`config.mk`:
```
export PLATFORM = sky130hd
export DESIGN_NAME = sprite_addr_cal
export DESIGN_NICKNAME = d
export VERILOG_FILES = /design/src/rtl/sprite_addr_cal.sv
export SDC_FILE = /design/constraint.sdc
export NUM_CORES = 1
export LEC_CHECK = 0
export BUFFER_PORTS_ARGS = -buffer_cell sky130_fd_sc_hd__buf_4
export CORE_AREA = 4 4 261 263
export DETAILED_ROUTE_END_ITERATION = 8
export DIE_AREA = 0 0 265 267
export REMOVE_ABC_BUFFERS = 1
export SETUP_SLACK_MARGIN = 0.15
export SLEW_MARGIN = 30
export SYNTH_ARGS = -nofsm -noshare
export SYNTH_HDL_FRONTEND = slang
export SYNTH_SLANG_ARGS = --single-unit
```
`constraint.sdc`:
```
create_clock -name clk -period 44.3 [get_ports clk]
set_clock_uncertainty 0.1 [all_clocks]
set_input_delay 2.215 -clock clk [delete_from_list [all_inputs] [get_ports clk]]
set_output_delay 2.215 -clock clk [all_outputs]
set_load 0.01 [all_outputs]
```
`src/rtl/sprite_addr_cal.sv`:
```
// sprite_addr_cal: per-pixel sprite hit test and pattern-memory address generator.
// Stage 1 resolves the hit test and the region offsets. Stage 2 tiles the offsets
// into the source pattern, applies the mirror and forms the address.
// The result appears on the outputs two clocks after the inputs are sampled.
module sprite_addr_cal #(
  parameter int unsigned ADDR_W  = 16,
  parameter int unsigned COORD_W = 10
) (
  input  logic                   clk,
  input  logic                   reset,
  input  logic [5*ADDR_W-1:0]    pattern_info,
  input  logic [3*COORD_W+1:0]   sprite_info,
  input  logic [COORD_W-1:0]     hcount,
  input  logic [COORD_W-1:0]     vcount,
  output logic [ADDR_W-1:0]      addr_output,
  output logic                   valid
);

  // ex needs one extra bit so that hcount + shift never wraps.
  localparam int unsigned EXW  = COORD_W + 1;
  // Every hit-test comparison is done unsigned at this width.
  localparam int unsigned CMPW = ADDR_W + 1;

  // Remainder by restoring long division: one compare-subtract per dividend bit.
  // The loop has a fixed trip count, so any quotient that EXW bits allow is covered.
  function automatic logic [ADDR_W-1:0] mod_sub(input logic [EXW-1:0] n,
                                                input logic [ADDR_W-1:0] d);
    logic [ADDR_W:0] r;
    r = '0;
    for (int unsigned i = 0; i < EXW; i++) begin
      r = {r[ADDR_W-1:0], n[EXW-1-i]};
      if (r >= {1'b0, d}) r = r - {1'b0, d};
    end
    return r[ADDR_W-1:0];
  endfunction

  // Descriptor and sprite fields
  logic [ADDR_W-1:0]  w_base, w_src_w, w_src_h, w_draw_w, w_draw_h;
  logic               w_visible, w_flip;
  logic [COORD_W-1:0] w_x, w_y, w_shift;

  assign w_base    = pattern_info[5*ADDR_W-1 -: ADDR_W];
  assign w_src_w   = pattern_info[4*ADDR_W-1 -: ADDR_W];
  assign w_src_h   = pattern_info[3*ADDR_W-1 -: ADDR_W];
  assign w_draw_w  = pattern_info[2*ADDR_W-1 -: ADDR_W];
  assign w_draw_h  = pattern_info[ADDR_W-1:0];
  assign w_visible = sprite_info[3*COORD_W+1];
  assign w_flip    = sprite_info[3*COORD_W];
  assign w_x       = sprite_info[3*COORD_W-1 -: COORD_W];
  assign w_y       = sprite_info[2*COORD_W-1 -: COORD_W];
  assign w_shift   = sprite_info[COORD_W-1:0];

  // Stage 1 combinational: effective column, offsets, hit test
  logic [EXW-1:0]     w_ex, w_dx;
  logic [COORD_W-1:0] w_dy;
  logic               w_degenerate, w_hit;

  assign w_ex = {1'b0, hcount} + {1'b0, w_shift};
  assign w_dx = w_ex - {1'b0, w_x};
  assign w_dy = vcount - w_y;

  assign w_degenerate = (w_src_w == '0) | (w_src_h == '0) |
                        (w_draw_w == '0) | (w_draw_h == '0);

  // The offsets wrap when the pixel lies left of or above the sprite. The
  // ">= x" and ">= y" terms reject those pixels before the offsets are used.
  assign w_hit = w_visible & ~w_degenerate &
                 (CMPW'(w_ex)   >= CMPW'(w_x)) &
                 (CMPW'(w_dx)   <  CMPW'(w_draw_w)) &
                 (CMPW'(vcount) >= CMPW'(w_y)) &
                 (CMPW'(w_dy)   <  CMPW'(w_draw_h));

  // Stage 1 registers
  logic               r1_hit, r1_flip;
  logic [EXW-1:0]     r1_dx;
  logic [COORD_W-1:0] r1_dy;
  logic [ADDR_W-1:0]  r1_base, r1_src_w, r1_src_h;

  // Capture the hit flag, the offsets and the descriptor fields that stage 2 needs.
  always_ff @(posedge clk or posedge reset) begin
    if (reset) begin
      r1_hit   <= 1'b0;
      r1_flip  <= 1'b0;
      r1_dx    <= '0;
      r1_dy    <= '0;
      r1_base  <= '0;
      r1_src_w <= '0;
      r1_src_h <= '0;
    end else begin
      r1_hit   <= w_hit;
      r1_flip  <= w_flip;
      r1_dx    <= w_dx;
      r1_dy    <= w_dy;
      r1_base  <= w_base;
      r1_src_w <= w_src_w;
      r1_src_h <= w_src_h;
    end
  end

  // Stage 2 combinational: tiling, horizontal mirror, address
  logic [ADDR_W-1:0] w_sx, w_sy, w_sxp, w_row, w_addr;

  assign w_sx   = mod_sub(r1_dx, r1_src_w);
  assign w_sy   = mod_sub({1'b0, r1_dy}, r1_src_h);
  assign w_sxp  = r1_flip ? (r1_src_w - ADDR_W'(1) - w_sx) : w_sx;
  assign w_row  = w_sy * r1_src_w;
  assign w_addr = r1_base + w_row + w_sxp;

  // Output registers. The address is forced to zero on a miss so it is never stale.
  always_ff @(posedge clk or posedge reset) begin
    if (reset) begin
      valid       <= 1'b0;
      addr_output <= '0;
    end else begin
      valid       <= r1_hit;
      addr_output <= r1_hit ? w_addr : '0;
    end
  end

endmodule

```
==> results.toml <==
[outcome]
status = "finished, final reports clean"

[die]
die-area_mm2 = 0.0708
rows = 94
ios = 151
core_area_mm2 = 0.0656
die_w_um = 265
die_h_um = 267
initial_core_util_pct = 44.8

[cts]
htree_num_levels = 3
clk_pin_slew_ps = 80
clkLatencyLatePin_ps = 390
cts_made_buffers = 9
clk_path_buf_depth = 2
clockRootBuffer = "clkbuf_16"
cts_tree = "yes"
clock-sinks = 88
cts_hold_buf = 0

[timing]
period_share_pct = 91.5
drv_slew = 0
hold_viol = 0
layout_min_cycle_time_ps = 40540
fmax_ghz = 0.0247
setup_viol = 0
worst_pin_slew_ps = 1020
grt_setup_unrepaired = "no"
timing.slew.headroom_pct = 31.9
finalSetupTns_ps = 0

[worst_setup_path]
crit_fanout = 39
critPathRequiredTime_ps = 44500
cp-start-kind = "flip-flop"
max_stage_delay_ps = 710
path_class = "flip-flop to flip-flop"
crit_path_top_delay_cell = "dfrtp_1"
end_kind = "flip-flop"
crit_top_cell = "o21ai_0"
arrival_ps = 40740

[synthesis]
ys_types = 104
synth_top_flop_cell = "dfrtp_1"
yosysTopAreaCellShare_pct = 18.4
synth_warnings = 0
synth_cells = 3778
yosysTopAreaCell = "ha_1"
ys_ff_latch = 88
synthTopCellsByCount = "ha_1 (433), inv_1 (406), nand2_1 (307)"
ys_seq_area_share_pct = 7.50
synthMostInstantiatedCell = "ha_1"
synth.area.top_cells = "ha_1 (18%), fa_1 (9.0%), dfrtp_1 (7.5%)"
synth_edf_count = 0
async_flop_share_pct = 100
synth.cell_area_mm2 = 0.0294
syn_area_per_cell_um2 = 7.78

[place]
gp_congestion = 0.942
dpl.hpwl_um = 75100
io_buffers = 150

[run]
cap_violations = 0

[route]
antenna_left = 0
num_vias = 27800
met2RoutedLength_um = 43300
top_layer = "met4"
wl_met3_um = 4780
drc = 0
finalWirelength_um = 93000
met1Wirelength_um = 42600
dr.pass1.iters = 6
drt-initial-drc-count = 1829
vias_per_cell = 5.82
routedWlPerCell_um = 19.5

[final_layout]
fillers = 6668
antenna_cells = 0
drive_above_1_share_pct = 10.6
syn_to_final_growth_pct = 8.50
fin_nets = 4601

[global_route]
antenna_found_initial = 3
grt.total_usage_pct = 25.7
grt_remaining_overflow = 0
grt_max_degree = 53
grt_pass1_vias = 26900
grt_pass1_wl_um = 147000

[min_path]
hold_path_class = "flip-flop to flip-flop"
==> final timing paths <==
| path | start | end | slack [ps] | depth (start not counted) |
|---|---|---|---|---|
| max | r1_src_w[4]$_DFF_PP0_ | addr_output[15]$_DFF_PP0_ | 3760 | 175 |
| min | r1_base[0]$_DFF_PP0_ | addr_output[0]$_DFF_PP0_ | 550 | 2 |
| max reg2reg | r1_src_w[4]$_DFF_PP0_ | addr_output[15]$_DFF_PP0_ | 3760 | 175 |
| min reg2reg | r1_base[0]$_DFF_PP0_ | addr_output[0]$_DFF_PP0_ | 550 | 2 |
| max in group asynchronous | reset | r1_src_w[1]$_DFF_PP0_ | 41170 | 3 |
| min in group asynchronous | reset | r1_dx[8]$_DFF_PP0_ | 1750 | 2 |
==> timing repair <==
action                     in CTS  in global routing
resized for setup               0                 12
setup buffers                   0                  2
setup endpoints to repair       0                  2
==> stage by stage <==
step	utilization, %	hold WS, ps	instance area [um2]	std cells	setup slack (ps)
2_1_floorplan	-	428	29100	3703	7310
3_3_place_gp	48.1	537	31500	4752	2650
3_5_place_dp	48.1	547	31500	4752	2700
4_1_cts	48.5	551	31800	4768	2470
5_1_grt	48.6	585	31900	4771	154
6_report	48.6	547	31900	4771	3760
==> kinds of logic (layout without fill, tap and decap cells) <==
group           after synthesis  in the layout  synth area share (%)
compound gates              995            995                  22.4
xor+xnor                    268            268                  8.18
fa+ha+maj                   568            568                  27.5
buf+inv                     487            610                  6.35
flops                        88             88                  7.50
mux                         212            212                  7.96
other cells                   1              7                0.0128
simple gates               1159           1159                  20.1
==> cell usage in the layout (no fill, tap or decap), types with 87 or more instances in the layout <==
master,n
a21o_1,106
a21oi_1,271
and2_1,92
buf_4,187
dfrtp_1,87
fa_1,132
ha_1,433
inv_1,404
mux2_2,123
nand2_1,307
nor2_1,227
nor3_1,87
o21ai_0,206
xnor2_1,184
==> routing by layer <==
| layer | GRT usage (%) | vias up |
|---|---|---|
| li1 | - | 13800 |
| met5 | 0 | - |
| met1 | 35.3 | 13100 |
| met4 | 6.48 | 0 |
| met2 | 43.7 | 758 |
| met3 | 2.27 | 110 |
==> worst max-delay path: cells and delay by family (launching register included) <==
kind,cells,cell delay [ps]
mux,2,740
flops,1,710
fa+ha+maj,18,6240
xor+xnor,7,1390
simple gates,38,7680
buf+inv,19,2540
compound gates,91,20980
==> registers in the layout (all words and copies together) (netlist names) <==
signal       count
addr_output     16
r1_base         16
r1_dx           11
r1_dy           10
r1_flip          1
r1_hit           1
r1_src_h        16
r1_src_w        16
valid            1
==> final cells by class <==
| type | count | area (um2) | area share (%) |
|---|---|---|---|
| clock buffers | 10 | 229 | 0.718 |
| clock inverters | 6 | 52.6 | 0.165 |
| inverters | 406 | 1530 | 4.80 |
| multi-input cells | 3209 | 25400 | 79.6 |
| flip-flops and latches | 88 | 2200 | 6.91 |
| well taps | 864 | 1080 | 3.39 |
| repair buffers | 188 | 1410 | 4.42 |
Power is not shown: default switching activity piles up to over one toggle a cycle in this logic, so the estimate is an artifact.
